### src/rtl/hub75_pkg.sv
// HUB75 receiver shared package: panel geometry defaults, pin/status widths
// and the buffered column-pair entry type.
package hub75_pkg;

    // Panel geometry and pin widths shared with the panel driver side
    localparam int HUB75_WIDTH  = 64;
    localparam int HUB75_ROWS   = 32;
    localparam int HUB75_ADDR_W = 5;
    localparam int HUB75_RGB_W  = 3;

    // Receiver coordinate and status widths
    localparam int HUB75_COL_W  = 6;
    localparam int HUB75_LEN_W  = 7;
    localparam int HUB75_ON_W   = 16;

    typedef struct packed {
        logic [HUB75_COL_W-1:0]  x;
        logic [HUB75_ADDR_W-1:0] row;
        logic [HUB75_RGB_W-1:0]  rgb0;
        logic [HUB75_RGB_W-1:0]  rgb1;
    } hub75_px_t;

endpackage

### src/rtl/hub75_receiver_if.sv
// Pixel stream valid/ready bundle.
// master: drives valid/x/y/rgb, samples ready. slave: the reverse.
interface hub75_receiver_if;
    import hub75_pkg::*;

    logic                   valid;
    logic                   ready;
    logic [HUB75_COL_W-1:0] x;
    logic [HUB75_COL_W-1:0] y;
    logic [HUB75_RGB_W-1:0] rgb;

    modport master (output valid, output x, output y, output rgb,
                    input  ready);
    modport slave  (input  valid, input  x, input  y, input  rgb,
                    output ready);

endinterface

### src/rtl/hub75_rx_fifo.sv
// Single-clock FIFO of column-pair entries with full/empty flags.
// Ports: clk, rst (sync, high), i_push/i_data, i_pop, o_data (head), o_full, o_empty.
module hub75_rx_fifo
    import hub75_pkg::*;
#(
    parameter int DEPTH = 4
) (
    input  logic      clk,
    input  logic      rst,
    input  logic      i_push,
    input  hub75_px_t i_data,
    input  logic      i_pop,
    output hub75_px_t o_data,
    output logic      o_full,
    output logic      o_empty
);

    localparam int PW = (DEPTH > 1) ? $clog2(DEPTH) : 1;
    localparam int CW = $clog2(DEPTH + 1);

    hub75_px_t     r_mem [DEPTH];
    logic [PW-1:0] r_wr;
    logic [PW-1:0] r_rd;
    logic [CW-1:0] r_cnt;
    logic          w_push;
    logic          w_pop;

    assign o_full  = (r_cnt == CW'(DEPTH));
    assign o_empty = (r_cnt == '0);
    assign w_push  = i_push && !o_full;
    assign w_pop   = i_pop && !o_empty;
    assign o_data  = r_mem[r_rd];

    // Pointer wrap that also works for non-power-of-two depths
    function automatic logic [PW-1:0] nxt(input logic [PW-1:0] p);
        return (p == PW'(DEPTH - 1)) ? '0 : p + 1'b1;
    endfunction

    always_ff @(posedge clk) begin
        if (rst) begin
            r_wr  <= '0;
            r_rd  <= '0;
            r_cnt <= '0;
        end else begin
            if (w_push) r_wr <= nxt(r_wr);
            if (w_pop)  r_rd <= nxt(r_rd);
            if (w_push && !w_pop)
                r_cnt <= r_cnt + 1'b1;
            else if (!w_push && w_pop)
                r_cnt <= r_cnt - 1'b1;
        end
    end

    always_ff @(posedge clk) begin
        if (w_push) r_mem[r_wr] <= i_data;
    end

endmodule

### src/rtl/hub75_receiver.sv
// HUB75 panel-pin receiver: synchronizes the pins, buffers shifted column pairs
// and streams them as upper/lower pixel beats, with per-row latch statistics.
// Ports: clk, rst (sync, high); i_cl/i_la/i_bl/i_a/i_{r,g,b}{0,1} panel pins;
// px pixel stream (master); o_row_done, o_row_len, o_row_on, o_frame_start,
// o_overflow, o_length_err status.
module hub75_receiver
    import hub75_pkg::*;
#(
    parameter int WIDTH      = HUB75_WIDTH,
    parameter int ROWS       = HUB75_ROWS,
    parameter int FIFO_DEPTH = 4
) (
    input  logic                    clk,
    input  logic                    rst,
    input  logic                    i_cl,
    input  logic                    i_la,
    input  logic                    i_bl,
    input  logic [HUB75_ADDR_W-1:0] i_a,
    input  logic                    i_r0,
    input  logic                    i_g0,
    input  logic                    i_b0,
    input  logic                    i_r1,
    input  logic                    i_g1,
    input  logic                    i_b1,
    hub75_receiver_if.master        px,
    output logic                    o_row_done,
    output logic [HUB75_LEN_W-1:0]  o_row_len,
    output logic [HUB75_ON_W-1:0]   o_row_on,
    output logic                    o_frame_start,
    output logic                    o_overflow,
    output logic                    o_length_err
);

    localparam int PINS = 14;

    logic [PINS-1:0]         w_pins;
    logic [PINS-1:0]         r_s1;
    logic [PINS-1:0]         r_s2;
    logic                    r_cl_d;
    logic                    r_la_d;
    logic [1:0]              r_guard;
    logic [HUB75_COL_W-1:0]  r_col;
    logic [HUB75_LEN_W-1:0]  r_cl_cnt;
    logic [HUB75_ON_W-1:0]   r_on_cnt;
    logic                    r_lower;

    logic                    w_cl;
    logic                    w_la;
    logic                    w_bl;
    logic [HUB75_ADDR_W-1:0] w_a;
    logic                    w_cl_rise;
    logic                    w_la_rise;
    logic [HUB75_LEN_W-1:0]  w_len_now;
    hub75_px_t               w_entry;
    hub75_px_t               w_head;
    logic                    w_full;
    logic                    w_empty;
    logic                    w_pop;

    assign w_pins = {i_cl, i_la, i_bl, i_a,
                     i_r0, i_g0, i_b0, i_r1, i_g1, i_b1};

    // Synchronizers and edge history track the pins even during reset, so a
    // pin already high at release is never mistaken for a fresh edge.
    always_ff @(posedge clk) begin
        r_s1   <= w_pins;
        r_s2   <= r_s1;
        r_cl_d <= w_cl;
        r_la_d <= w_la;
    end

    assign w_cl = r_s2[13];
    assign w_la = r_s2[12];
    assign w_bl = r_s2[11];
    assign w_a  = r_s2[10:6];

    assign w_cl_rise = w_cl && !r_cl_d && (r_guard == 2'd0);
    assign w_la_rise = w_la && !r_la_d && (r_guard == 2'd0);

    assign w_entry = '{x: r_col, row: w_a, rgb0: r_s2[5:3], rgb1: r_s2[2:0]};

    // Edge landing on the latch cycle still belongs to the row being closed
    assign w_len_now = (w_cl_rise && r_cl_cnt != '1) ? r_cl_cnt + 1'b1
                                                     : r_cl_cnt;

    hub75_rx_fifo #(
        .DEPTH (FIFO_DEPTH)
    ) u_fifo (
        .clk     (clk),
        .rst     (rst),
        .i_push  (w_cl_rise),
        .i_data  (w_entry),
        .i_pop   (w_pop),
        .o_data  (w_head),
        .o_full  (w_full),
        .o_empty (w_empty)
    );

    // Two beats per entry; the head is only released after the lower beat
    assign px.valid = !w_empty;
    assign px.x     = w_head.x;
    assign px.y     = r_lower ? {1'b0, w_head.row} + HUB75_COL_W'(ROWS)
                              : {1'b0, w_head.row};
    assign px.rgb   = r_lower ? w_head.rgb1 : w_head.rgb0;
    assign w_pop    = px.valid && px.ready && r_lower;

    always_ff @(posedge clk) begin
        if (rst) begin
            r_guard       <= 2'd3;
            r_col         <= '0;
            r_cl_cnt      <= '0;
            r_on_cnt      <= '0;
            r_lower       <= 1'b0;
            o_row_done    <= 1'b0;
            o_row_len     <= '0;
            o_row_on      <= '0;
            o_frame_start <= 1'b0;
            o_overflow    <= 1'b0;
            o_length_err  <= 1'b0;
        end else begin
            if (r_guard != 2'd0) r_guard <= r_guard - 2'd1;
            if (px.valid && px.ready) r_lower <= !r_lower;
            o_row_done    <= w_la_rise;
            o_frame_start <= w_la_rise && (w_a == '0);
            if (w_cl_rise && w_full) o_overflow <= 1'b1;
            if (w_la_rise) begin
                r_col     <= '0;
                r_cl_cnt  <= '0;
                r_on_cnt  <= '0;
                o_row_len <= w_len_now;
                o_row_on  <= r_on_cnt;
                if (w_len_now != HUB75_LEN_W'(WIDTH)) o_length_err <= 1'b1;
            end else begin
                if (w_cl_rise) begin
                    r_col    <= r_col + 1'b1;
                    r_cl_cnt <= w_len_now;
                end
                if (!w_bl && r_on_cnt != '1) r_on_cnt <= r_on_cnt + 1'b1;
            end
        end
    end

endmodule

### src/flat_wrapper.sv
// flat-port wrapper written by rule: the top's interface ports become plain ports
module hub75_receiver_flat import hub75_pkg::*;
#(
    parameter int WIDTH      = HUB75_WIDTH,
    parameter int ROWS       = HUB75_ROWS,
    parameter int FIFO_DEPTH = 4
)
  (clk, rst, i_cl, i_la, i_bl, i_a, i_r0, i_g0, i_b0, i_r1, i_g1, i_b1, o_row_done, o_row_len, o_row_on, o_frame_start, o_overflow, o_length_err, px_valid, px_x, px_y, px_rgb, px_ready);
  hub75_receiver_if px_i ();
  input  logic clk;
  input  logic rst;
  input  logic i_cl;
  input  logic i_la;
  input  logic i_bl;
  input  logic [HUB75_ADDR_W-1:0] i_a;
  input  logic i_r0;
  input  logic i_g0;
  input  logic i_b0;
  input  logic i_r1;
  input  logic i_g1;
  input  logic i_b1;
  output logic o_row_done;
  output logic [HUB75_LEN_W-1:0] o_row_len;
  output logic [HUB75_ON_W-1:0] o_row_on;
  output logic o_frame_start;
  output logic o_overflow;
  output logic o_length_err;
  output wire logic [$bits(px_i.valid)-1:0] px_valid;
  output wire logic [$bits(px_i.x)-1:0] px_x;
  output wire logic [$bits(px_i.y)-1:0] px_y;
  output wire logic [$bits(px_i.rgb)-1:0] px_rgb;
  input wire logic [$bits(px_i.ready)-1:0] px_ready;
  assign px_valid = px_i.valid;
  assign px_x = px_i.x;
  assign px_y = px_i.y;
  assign px_rgb = px_i.rgb;
  assign px_i.ready = px_ready;
  hub75_receiver #(.WIDTH(WIDTH), .ROWS(ROWS), .FIFO_DEPTH(FIFO_DEPTH)) u_core (.clk(clk), .rst(rst), .i_cl(i_cl), .i_la(i_la), .i_bl(i_bl), .i_a(i_a), .i_r0(i_r0), .i_g0(i_g0), .i_b0(i_b0), .i_r1(i_r1), .i_g1(i_g1), .i_b1(i_b1), .px(px_i), .o_row_done(o_row_done), .o_row_len(o_row_len), .o_row_on(o_row_on), .o_frame_start(o_frame_start), .o_overflow(o_overflow), .o_length_err(o_length_err));
endmodule
### config.mk
export PLATFORM = sky130hd
export DESIGN_NAME = hub75_receiver_flat
export DESIGN_NICKNAME = d
export VERILOG_FILES = /design/src/rtl/hub75_pkg.sv /design/src/rtl/hub75_receiver_if.sv /design/src/rtl/hub75_rx_fifo.sv /design/src/rtl/hub75_receiver.sv /design/src/flat_wrapper.sv
export SDC_FILE = /design/constraint.sdc
export NUM_CORES = 1
export LEC_CHECK = 0
export BUFFER_PORTS_ARGS = -buffer_cell sky130_fd_sc_hd__buf_2
export CAP_MARGIN = 20
export CORE_MARGIN = 2
export CORE_UTILIZATION = 45
export CTS_BUF_LIST = sky130_fd_sc_hd__clkbuf_16
export CTS_CLUSTER_DIAMETER = 60
export DETAILED_ROUTE_END_ITERATION = 10
export PLACE_DENSITY = 0.64
export SLEW_MARGIN = 20
export SYNTH_ARGS = -nofsm -noshare
export SYNTH_HDL_FRONTEND = slang
export SYNTH_SLANG_ARGS = --single-unit
### constraint.sdc
create_clock -name clk -period 4.97 [get_ports clk]
set_input_delay 0.7455 -clock clk [delete_from_list [all_inputs] [get_ports clk]]
set_output_delay 0.7455 -clock clk [all_outputs]
set_load 0.1 [all_outputs]
Word-level counts from Yosys, hierarchy flattened
Memories as Yosys holds them, arrays and structs flattened. A register that Yosys moved wholly into a read port is not among the register bits.
Index checks and enable logic that the tools add are counted.

storage, ports and cells
  bits in registers = 96
  memory bits (writable) = 68
  output and inout port bits = 43
  word-level logic and storage cells = 74
  memories kept = 1

cells by class
  add/subtract/negate cells = 9
  equality and inequality tests = 6
  multiplexer cells = 11
  reductions and logical operators = 29

memory list
  name                 words  width  rd ports  clocked after memory_dff  write ports  line                 RTL
  u_core.u_fifo.r_mem  4      17     1         1                         1            hub75_rx_fifo.sv:21  hub75_px_t r_mem [DEPTH];

operators by type and width
  cell                     count
  $add A16 B1 Y16 const B  1
  $ne A16 B16 Y1 const B   1
  $logic_and A1 B1 Y1      14
  $ne A7 B7 Y1 const B     2
  $mux W3                  3
  $logic_not A1 Y1         8
  $mux W2                  4
  $add A7 B1 Y7 const B    1
  $mux W7                  1
  $add A5 B6 Y6 const B    1
  $add A6 B1 Y6 const B    1
  $mux W6                  1
  $logic_not A5 Y1         1
  $add A2 B1 Y2 const B    2
  $eq A2 B2 Y1 const B     2
  $reduce_bool A2 Y1       2
  $add A3 B1 Y3 const B    1
  $eq A3 B3 Y1 const B     1
  $logic_not A3 Y1         1
  $sub A3 B1 Y3 const B    1
  $logic_not A2 Y1         1
  $mux W1                  2
  $reduce_and A2 Y1        1
  $reduce_or A2 Y1         1
  $sub A2 B1 Y2 const B    1

Depth between registers and ports, before layout
Gate-level depths: netlist of the first run.

  depth in word-level cells = 8
  gate-level depth with buffers = 11

By module
Synthesis of the first run repeated with hierarchy kept, for this count alone.

second synthesis, totals
  cell total of the unflattened synthesis = 424
  area total of the unflattened synthesis = 5,950.7 sq um

by module, submodules not included
  module          instances  cells an instance  area an instance (sq um)  seq. area each (sq um)
  hub75_receiver  1          285                2,994.1                   1,781.7
  hub75_rx_fifo   1          139                2,956.6                   2,222.1

Worst setup path before layout of the first run
No wires, ideal clock.

  path type = reg-to-reg
  start = register u_core.u_fifo.r_cnt[2]
  end = register u_core.u_fifo.r_cnt[2]
  data arrival time = 2,616 ps
  required time = 4,900 ps
  slack = 2,284 ps
  stages on the path, launching flop included = 9
  path through = dfxtp_1 > or3_1 > nand3_1 > ha_1 > inv_1 > fa_1 > xor2_1 > or3_1 > a21oi_1

between the ends
  word-level cells in the longest chain between the ends = 8

ends and longest elaborated chain
  what                                                  line                   RTL
  start: declaration                                    hub75_rx_fifo.sv:24    logic [CW-1:0] r_cnt;
  start signal: assignment                              hub75_rx_fifo.sv:48    r_cnt <= r_cnt + 1'b1;
  start signal: assignment                              hub75_rx_fifo.sv:50    r_cnt <= r_cnt - 1'b1;
  $logic_not A3 Y1 *                                    hub75_rx_fifo.sv:29    assign o_empty = (r_cnt == '0);
  $logic_not A1 Y1 *                                    hub75_receiver.sv:100  assign px.valid = !w_empty;
  via px_valid                                          flat_wrapper.sv:28     output wire logic [$bits(px_i.valid)-1:0] px_valid;
  $logic_and A1 B1 Y1 (2 in a row)                      hub75_receiver.sv:105  assign w_pop = px.valid && px.ready && r_lower;
  $logic_and A1 B1 Y1 *                                 hub75_rx_fifo.sv:31    assign w_pop = i_pop && !o_empty;
  $logic_not A1 Y1                                      hub75_rx_fifo.sv:47    if (w_push && !w_pop)
  $logic_and A1 B1 Y1                                   hub75_rx_fifo.sv:47
  $mux W3 / $reduce_bool A2 Y1 (equally long branches)  n/a

The timed path passes the listed nets; every way through them passes the cells marked *. The select of a mux whose other input is x is not followed.
A chain may end at the register's enable or synchronous reset.

==> flow_metrics.tcl, run 1 <==
set metrics [dict create \
    synth_edf_count 68 \
    cts.htree.levels 4 \
    placementRows 42 \
    slew_headroom 0.425 \
    crit_arrival_ns 2.48 \
    fillCellCount 1119 \
    crit_family "multiplexers" \
    finalHoldViolCount 0 \
    grt_pass1_wl_um 18100 \
    syn_area_per_cell_um2 13.5 \
    cts_tree "built" \
    status "finished clean" \
    wire_per_inst_um 15.7 \
    synthFlopType "dfxtp_1" \
    hold_path.class "reg2reg" \
    ir_drop_v 0.000240 \
    multi_input_area_mm2 0.00192 \
    regArea_mm2 0.00400 \
    clock_latency_ns 0.42 \
    p_leak_nw 2.65 \
    fin_crit_sh 0.649 \
    cts_buffer_depth 2 \
    path_clk_slew_ns 0.06 \
    finalWeightedCongestion 0.866 \
    yosys_warnings 0 \
    tightest_slew_ns 0.862 \
    ys_seq_area_frac 0.660 \
    ctsHoldBuffers 0 \
    setup_viol 0 \
    nets 537 \
    crit_path_end_kind "output pin" \
    io_buffers 59 \
    die_w_um 120 \
    grt_pass1_vias 3663 \
    period_needed_ns 3.23 \
    async_flop_share 0 \
    viasPerCell 5.25 \
    synth_nets 476 \
    cp.required_ns 4.22 \
    path_cells "buf_4, mux4_2, mux2_2, buf_2" \
    root_buffer "clkbuf_16" \
    whs_endpoint "u_core.r_s2[0]" \
    rsz0062_at_grt "no" \
    synth-seq-cells 166 \
    hold_start "u_core.r_s1[0]" \
    worst_r2r_endpoint "u_core.u_fifo.r_cnt[2]" \
    start_util 0.460 \
    r2r_setup_slack_ns 2.01 \
    syn_inst 448 \
    crit_type "reg2out" \
    p_total_mw 2.78 \
    design.die.area_mm2 0.0144 \
    setup-tns-final_ns 0 \
    cts_setup_buffers 0 \
    cp-start-kind "flip-flop" \
    route.vias.total 3662 \
    hold_path_depth 0 \
    crit_fanout 9 \
    wl_um 10900 \
    max_freq_mhz 310 \
    crit_buf_inv 2 \
    drt_iter0_markers 254 \
    syn2layout_area_growth_pct 16.6 \
    reg2reg_depth 10 \
    r2r_start "u_core.r_guard[0]" \
    core-area_mm2 0.0132 \
    cts_buffers 17 \
    dr.pass1.iters 4 \
    clkSinkCount 166 \
    cap_violations 0 \
    antenna_found_initial 0 \
    diodes 0 \
    die_y_um 120 \
    synth_top_area_cell "edfxtp_1" \
    p_per_area_mw_per_mm2 392 \
    slowest_stage "dfxtp_1" \
    netlist.area_leader.share 0.337 \
    drc_errors 0 \
    drive_gt1_frac 0.234 \
    maxSlewViolCount 0 \
    grt_start_max_net_pins 24 \
    synth.distinct_cells 53 \
    hpwl_um 7330 \
    ys_top_cells_by_area "edfxtp_1 (34%), dfxtp_1 (32%), mux4_2 (6.3%), mux2i_1 (2.1%), ha_1 (2.1%)" \
    cts_resized 0 \
    track_usage 0.163 \
    fin_worst_skew_ns 0.00815 \
    slowest_delay_ns 0.67 \
    gr-total-overflow 0 \
    ant_nets 0 \
    syn_area_mm2 0.00606 \
    pin_count 60 \
]
-- logic make-up (layout without fill, tap and decap cells) --
family,Yosys count,after routing,share of synthesized area
flops,166,166,0.660
simple gates,125,125,0.110
compound gates,68,68,0.0753
mux,33,33,0.0902
buf+inv,33,107,0.0235
xor+xnor,12,12,0.0173
fa+ha+maj,11,11,0.0239
-- per-layer routing --
metal | vias up | GRT usage | part of all wire
li1 | 1789 | - | -
met1 | 1786 | 0.204 | 0.44
met2 | 85 | 0.270 | 0.51
met3 | 2 | 0.0471 | 0.046
met4 | 0 | 0.0618 | 0.0047
met5 | - | 0 | 0
-- synthesized netlist by cell type (all sizes together) (7+ instances only) --
master	count
xor2	10
buf	9
ha	10
nand2	33
mux2i	13
nor2	29
nand4	11
dfxtp	98
or3	12
edfxtp	68
nand3	7
inv	13
clkbuf	11
a22o	13
a21oi	15
o21ai	18
mux4	17
-- how the worst max path moves through the flow --
stage                                 startpoint                     end  slack (ns)  depth (start not counted)
after detailed placement       u_core.r_guard[0]  u_core.u_fifo.r_cnt[2]        2.00                         10
after global routing                   flip-flop               px_rgb[0]        1.52                          4
final                                  flip-flop               px_rgb[2]        1.74                          4
after global placement         u_core.r_guard[0]  u_core.u_fifo.r_cnt[2]        2.12                         10
after CTS                              flip-flop               px_rgb[2]        1.65                          4
after floorplan           u_core.u_fifo.r_cnt[2]  u_core.u_fifo.r_cnt[2]        2.28                          8
-- per-stage QoR --
step	cells	util	setup WS, ns	instance area (um^2)	hold slack (ns)
2_1_floorplan	448	-	2.28	6060	0.310
3_3_place_gp	666	0.494	2.12	6510	0.310
3_5_place_dp	666	0.494	2.00	6510	0.312
4_1_cts	698	0.536	1.65	7070	0.327
5_1_grt	698	0.536	1.52	7070	0.332
6_report	698	0.536	1.74	7070	0.327
-- registers in the layout, summed over array words and instances (netlist names), 2 cells and up, named ones only --
register / cells
u_core.u_fifo.r_mem: 68
u_core.u_fifo.r_wr: 2
u_core.r_col: 6
u_core.o_row_on: 16
u_core.r_guard: 2
u_core.u_fifo.r_cnt: 3
u_core.r_cl_cnt: 7
u_core.r_on_cnt: 16
u_core.u_fifo.r_rd: 2
u_core.r_s1: 14
u_core.r_s2: 14
u_core.o_row_len: 7
-- cell type report --
cell class	count	area share
inverter	13	0.00690
clock buffer	18	0.0637
tap	176	0.0311
clock inverter	14	0.0159
timing repair buffer	62	0.0449
multi-input combinational	249	0.271
sequential	166	0.566
-- placed cells by master, fill, tap and decap left out, drive strengths merged, types with 12 or more instances in the layout --
cell type / n
or3: 12
buf: 62
nand2: 33
a22o: 13
o21ai: 18
dfxtp: 98
mux4: 17
clkbuf: 18
mux2i: 13
a21oi: 15
inv: 22
nor2: 29
edfxtp: 68
-- power breakdown --
part           leakage, nW  internal (mW)  total, mW  switching, mW
sequential            1.42           1.44       1.45         0.0169
clock                0.285          0.682       1.22          0.539
combinational        0.946         0.0294      0.101         0.0713
total                 2.65           2.15       2.78          0.627
No activity file was read; power rests on OpenSTA's default activity.
==> run 2: changes to the inputs <==
Settings changed: ABC_AREA from default to 1, PLACE_DENSITY 0.64 to 0.67.
Clock period 4.97 ns to 2.6 ns, I/O delays scaled along.
==> run 2 against run 1 <==
Register-to-register slack got worse by 1.8 ns. Clock power increased by 100%. Power increased by 95%. Synthesized cell count increased by 36%. Worst hold slack got worse by 0.26 ns. Area after synthesis increased by 1.6%. Sequential share of layout area decreased by 2.1 points. Final cell count increased by 25%. Critical path type is now reg2reg. Clock-buffer cell count unchanged. Die area increased by 1.6%. Global-route usage increased by 1.6 points. Via count increased by 19%.
==> flow_metrics.tcl, run 2 <==
set metrics [dict create \
    largest_register "u_core.u_fifo.r_mem" \
    cts_buffers 17 \
    syn_area_per_cell_um2 10.1 \
    diodes 0 \
    grt_pass1_wl_um 20500 \
    ctsHoldBuffers 0 \
    placementRows 42 \
    cp-start-kind "flip-flop" \
    crit_type "reg2reg" \
    layout_common_cells "nand2_1 (114), dfxtp_1 (97), nor2_1 (73), o21ai_0 (69), edfxtp_1 (68)" \
    finalWeightedCongestion 0.834 \
    synth-seq-cells 166 \
    wl_um 12300 \
    start_util 0.463 \
    viasPerCell 4.99 \
    design.die.area_mm2 0.0146 \
    yosys-top-cells-count "nand2_1 (114), dfxtp_1 (98), nor2_1 (74)" \
    synthFlopType "dfxtp_1" \
    cts_buffer_depth 2 \
    synth_mux_area_frac 0 \
    synth_xor_area_frac 0.0156 \
    drt_iter0_markers 356 \
    hpwl_um 8210 \
    ys_seq_area_frac 0.650 \
    ant_nets 0 \
    root_buffer "clkbuf_16" \
    yosys_warnings 0 \
    mostFrequentLayoutCell "nand2_1" \
    period_needed_ns 2.35 \
    synth_edf_count 68 \
    crit_start "u_core.r_guard[0]" \
    maxSlewViolCount 0 \
    dp.cells 839 \
    die_w_um 121 \
    ys_top_cells_by_area "edfxtp_1 (33%), dfxtp_1 (32%), nand2_1 (6.9%), o21ai_0 (5.6%), nor2_1 (4.5%)" \
    io_buffers 59 \
    hold_path.class "in2reg" \
    drive_gt1_frac 0.186 \
    synth.distinct_cells 36 \
    clock_latency_ns 0.42 \
    synth_fa_ha_area_frac 0.0236 \
    core-area_mm2 0.0133 \
    fin_worst_skew_ns 0.0105 \
    hold_start "i_g0" \
    max_freq_mhz 426 \
    synth_top_area_cell "edfxtp_1" \
    cp.required_ns 2.91 \
    cts.htree.levels 4 \
    yosysMostFrequentCell "nand2_1" \
    cap_violations 0 \
    gr-total-overflow 0 \
    dr.pass1.iters 4 \
    p_leak_nw 2.86 \
    async_flop_share 0 \
    clkSinkCount 166 \
    finalHoldViolCount 0 \
    r2r_start "u_core.r_guard[0]" \
    pin_count 60 \
    reg.largest.list "u_core.u_fifo.r_mem x68, u_core.o_row_on x16, u_core.r_on_cnt x16" \
    syn_inst 610 \
    seq_power_share 0.513 \
    syn2layout_area_growth_pct 19.3 \
    nets 710 \
    crit_arrival_ns 2.66 \
    grt_pass1_vias 4272 \
    setup-tns-final_ns 0 \
    synth_top_family_by_area "simple AND/OR/NAND/NOR gates" \
    wire_per_inst_um 14.1 \
    clock_power_share 0.451 \
    rsz0062_at_grt "no" \
    yosys.area_share.simple 0.157 \
    synth_nets 638 \
    switching_power_mw 1.16 \
    route.vias.total 4345 \
    setup_viol 0 \
    track_usage 0.180 \
    grt_start_max_net_pins 35 \
    netlist.area_leader.share 0.331 \
    largest_reg_flops 68 \
    die_y_um 121 \
    synth-compound-area-share 0.106 \
    slew_headroom 0.648 \
    path_clk_slew_ns 0.07 \
    tightest_slew_ns 0.524 \
    internal_power_mw 4.25 \
    crit_path_end_kind "flip-flop" \
    syn_area_mm2 0.00616 \
    ir_drop_v 0.000512 \
    antenna_found_initial 0 \
    drc_errors 0 \
    crit_fanout 9 \
    fin_crit_sh 0.903 \
    status "finished clean" \
    swShare 0.215 \
    cts_tree "built" \
    p_per_area_mw_per_mm2 737 \
    combPwrFrac 0.037 \
    stdcell_count 871 \
]
run 2: cell count changes after synthesis, moves of 12 or more:
cell / delta
nand2_1: +81
o21ai_0: +52
nor2_1: +45
inv_1: +39
mux4_2: -17
o22ai_1: +16
a22o_1: -13
mux2i_1: -13
nand3_1: +12
run 2: critical path, cell delays in order (launching register included):
cell	delay, ns
dfxtp_1	0.32
inv_1	0.07
ha_1	0.26
nand2_1	0.13
nor2_4	0.10
nand2_1	0.18
inv_1	0.10
ha_1	0.15
inv_1	0.08
fa_1	0.38
a21oi_1	0.15
o21ai_0	0.11
o21ai_0	0.16
a21oi_1	0.05
run 2: final timing paths:
check	cells past startpoint	endpoint	slack, ns
worst max register to register	13	u_core.u_fifo.r_cnt[2]	0.25
worst min-delay path	1	u_core.r_s1[4]	0.07
worst max-delay path	13	u_core.u_fifo.r_cnt[2]	0.25
worst min register to register	0	u_core.r_s2[6]	0.32
run 2: cell type report:
class	count	area [um^2]
clock buffers	18	450
clock inverters	14	133
fillers	1184	5950
inverters	54	203
multi-input cells	371	1940
flip-flops and latches	166	4010
well taps	176	220
repair buffers	72	403
run 2: power groups by stage:
stage	clock, mW	combinational (mW)	sequential, mW
3_5_place_dp	0	0.199	2.83
3_3_place_gp	0	0.192	2.83
6_report	2.44	0.198	2.78
2_1_floorplan	0	0.146	2.83
4_1_cts	2.49	0.200	2.78
5_1_grt	2.59	0.215	2.78
run 2: timing repair:
action / 4_1_cts / 5_1_grt
gates resized for setup: 0 / 5
setup endpoints to repair: 0 / 4
buffers inserted: 0 / 0
run 2: per-layer routing:
layer | vias to the layer above | GRT usage | wire length, um
li1 | 2188 | - | -
met1 | 2031 | 0.218 | 5430
met2 | 109 | 0.302 | 6050
met3 | 17 | 0.0489 | 564
met4 | 0 | 0.0734 | 207
met5 | - | 0 | 0
run 2: stage by stage:
| stage | hold WS, ns | util | worst slack, ns | cell area [um^2] | total power, mW |
|---|---|---|---|---|---|
| floorplan | 0.310 | - | 0.302 | 6240 | 2.98 |
| global placement | 0.312 | 0.508 | 0.426 | 6760 | 3.02 |
| detailed placement | 0.312 | 0.508 | 0.297 | 6760 | 3.03 |
| CTS | 0.0480 | 0.552 | 0.0899 | 7340 | 5.47 |
| global route | 0.0462 | 0.553 | 0.0689 | 7350 | 5.59 |
| finish | 0.0670 | 0.553 | 0.251 | 7350 | 5.42 |
run 2: kinds of logic (layout without fill, tap and decap cells):
kind of cell / after synthesis / after routing
flip-flops: 166 / 166
AND/OR/NAND/NOR: 230 / 230
buffers and inverters: 73 / 158
AO/OA/AOI/OAI: 119 / 119
XOR/XNOR: 11 / 11
adder cells (fa/ha/maj): 11 / 11
==> run 3: changes to the inputs <==
Settings changed: CORE_UTILIZATION 45 to 52, PLACE_DENSITY 0.67 to 0.75.
==> run 3 against run 2 <==
The run now ends with design-rule violations left. Clock-buffer cell count is 1 lower. Routed wire length is 4.4% lower. Sequential cell count stayed put. Final area is 1.9% lower. Critical path type is now reg2out. Largest power group unchanged.
==> flow_metrics.tcl, run 3 (synthesis gave the netlist of run 2 again) <==
set metrics [dict create \
    wire_per_inst_um 14.0 \
    cts_setup_buffers 0 \
    max_freq_mhz 412 \
    slowest_stage "buf_2" \
    cts_tree "built" \
    wl_um 11700 \
    gr-total-overflow 0 \
    track_usage 0.199 \
    io_buffers 59 \
    met2_length_um 5770 \
    setup_viol 0 \
    violations "design-rule violations" \
    cts_resized 0 \
    ctsHoldBuffers 0 \
    viasPerCell 5.23 \
    ir_drop_v 0.000605 \
    start_util 0.535 \
    dr.pass1.iters 8 \
    die_w_um 113 \
    layout_common_cells "nand2_1 (114), dfxtp_1 (97), nor2_1 (73), o21ai_0 (69), edfxtp_1 (68)" \
    grt_start_max_net_pins 31 \
    route.met3.wl_um 623 \
    cp-start-kind "flip-flop" \
    crit_arrival_ns 2.04 \
    timing.hold.ws_ns 0.0755 \
    rsz0062_at_grt "no" \
    dr.max_layer_used "met4" \
    hold_path.class "in2reg" \
    design.die.area_mm2 0.0127 \
    cts_buffers 17 \
    finalHoldViolCount 0 \
    fin_util 0.626 \
    path_clk_slew_ns 0.06 \
    crit_type "reg2out" \
    root_buffer "clkbuf_16" \
    core-area_mm2 0.0115 \
    hold_path_depth 1 \
    clkSinkCount 166 \
    clock_latency_ns 0.42 \
    status "complete, but fails checks" \
    syn2layout_area_growth_pct 17.0 \
    regArea_mm2 0.00401 \
    multi_input_area_mm2 0.00194 \
    setup-tns-final_ns 0 \
    hpwl_um 7740 \
    route.vias.total 4386 \
    p_per_area_mw_per_mm2 702 \
    largest_reg_flops 68 \
    fillCellCount 911 \
    path_cells "inv_1, buf_4, o21ai_0, o22ai_2, buf_2" \
    crit_path_end_kind "output pin" \
    drc_errors 2 \
    drt_iter0_markers 331 \
    fin_worst_skew_ns 0.00770 \
    cts.htree.levels 4 \
    cp.required_ns 2.21 \
    placementRows 39 \
    cts_buffer_depth 2 \
    reg2reg_depth 13 \
    crit_fanout 14 \
    mostFrequentLayoutCell "nand2_1" \
    p_leak_nw 2.84 \
    ant_nets 0 \
    fin_crit_sh 0.935 \
    grt_pass1_wl_um 19800 \
    period_needed_ns 2.43 \
    slowest_delay_ns 0.45 \
    slew_headroom 0.612 \
    maxSlewViolCount 0 \
    nets 711 \
    cap_violations 0 \
    finalWeightedCongestion 0.877 \
    pin_count 60 \
    tightest_slew_ns 0.578 \
    largest_register "u_core.u_fifo.r_mem" \
    drive_gt1_frac 0.177 \
    reg.largest.list "u_core.u_fifo.r_mem x68, u_core.o_row_on x16, u_core.r_on_cnt x16" \
    diodes 0 \
    die_y_um 113 \
    wl_met1_um 5170 \
    grt_pass1_vias 4247 \
    antenna_found_initial 0 \
]
## run 3: cell types whose count changed in the layout (fill, tap and decap cells not counted), moves of 2 or more
cell       before  now
buf_2          55   59
clkbuf_4        4    0
inv_1          54   59
bufinv_16       2    0
## run 3: path summary, 6_finish.rpt
path / from / end / slack, ns
worst max-delay path: flip-flop / px_y[4] / 0.17
worst min-delay path: i_bl / u_core.r_s1[11] / 0.08
worst max register to register: u_core.r_guard[0] / u_core.u_fifo.r_cnt[2] / 0.27
worst min register to register: u_core.r_s1[9] / u_core.r_s2[9] / 0.32
## run 3: worst max-delay path: cells and delay by family (launching register included)
kind                   cells  cell delay [ns]
buffers and inverters      3             1.05
DFF                        1             0.32
AOI/OAI and AO/OA          2             0.26
## run 3: area by class of cell
cell class,instances,area share
clock buffers,17,0.0590
clock inverters,14,0.00885
inverters,54,0.0281
multi-input cells,371,0.268
flip-flops and latches,166,0.555
well taps,143,0.0248
repair buffers,73,0.0555
## run 3: power breakdown
group          switching (mW)  internal, mW
combinational           0.150        0.0462
sequential             0.0295          2.75
clock                   0.910          1.17
total                    1.09          3.97
## run 3: routing by layer
metal / global-route usage / vias up
met4: 0.0659 / 0
li1: - / 2192
met1: 0.246 / 2054
met3: 0.0632 / 15
met2: 0.333 / 125
met5: 0 / -
## run 3: through the flow
stage / cell area (um^2) / setup WS [ns] / power [mW] / std cells
4_1_cts: 7210 / 0.0733 / 5.10 / 838
3_3_place_gp: 6720 / 0.414 / 3.02 / 807
2_1_floorplan: 6240 / 0.302 / 2.98 / 610
5_1_grt: 7210 / 0.0617 / 5.25 / 838
6_report: 7210 / 0.170 / 5.06 / 838
3_5_place_dp: 6720 / 0.297 / 3.03 / 807
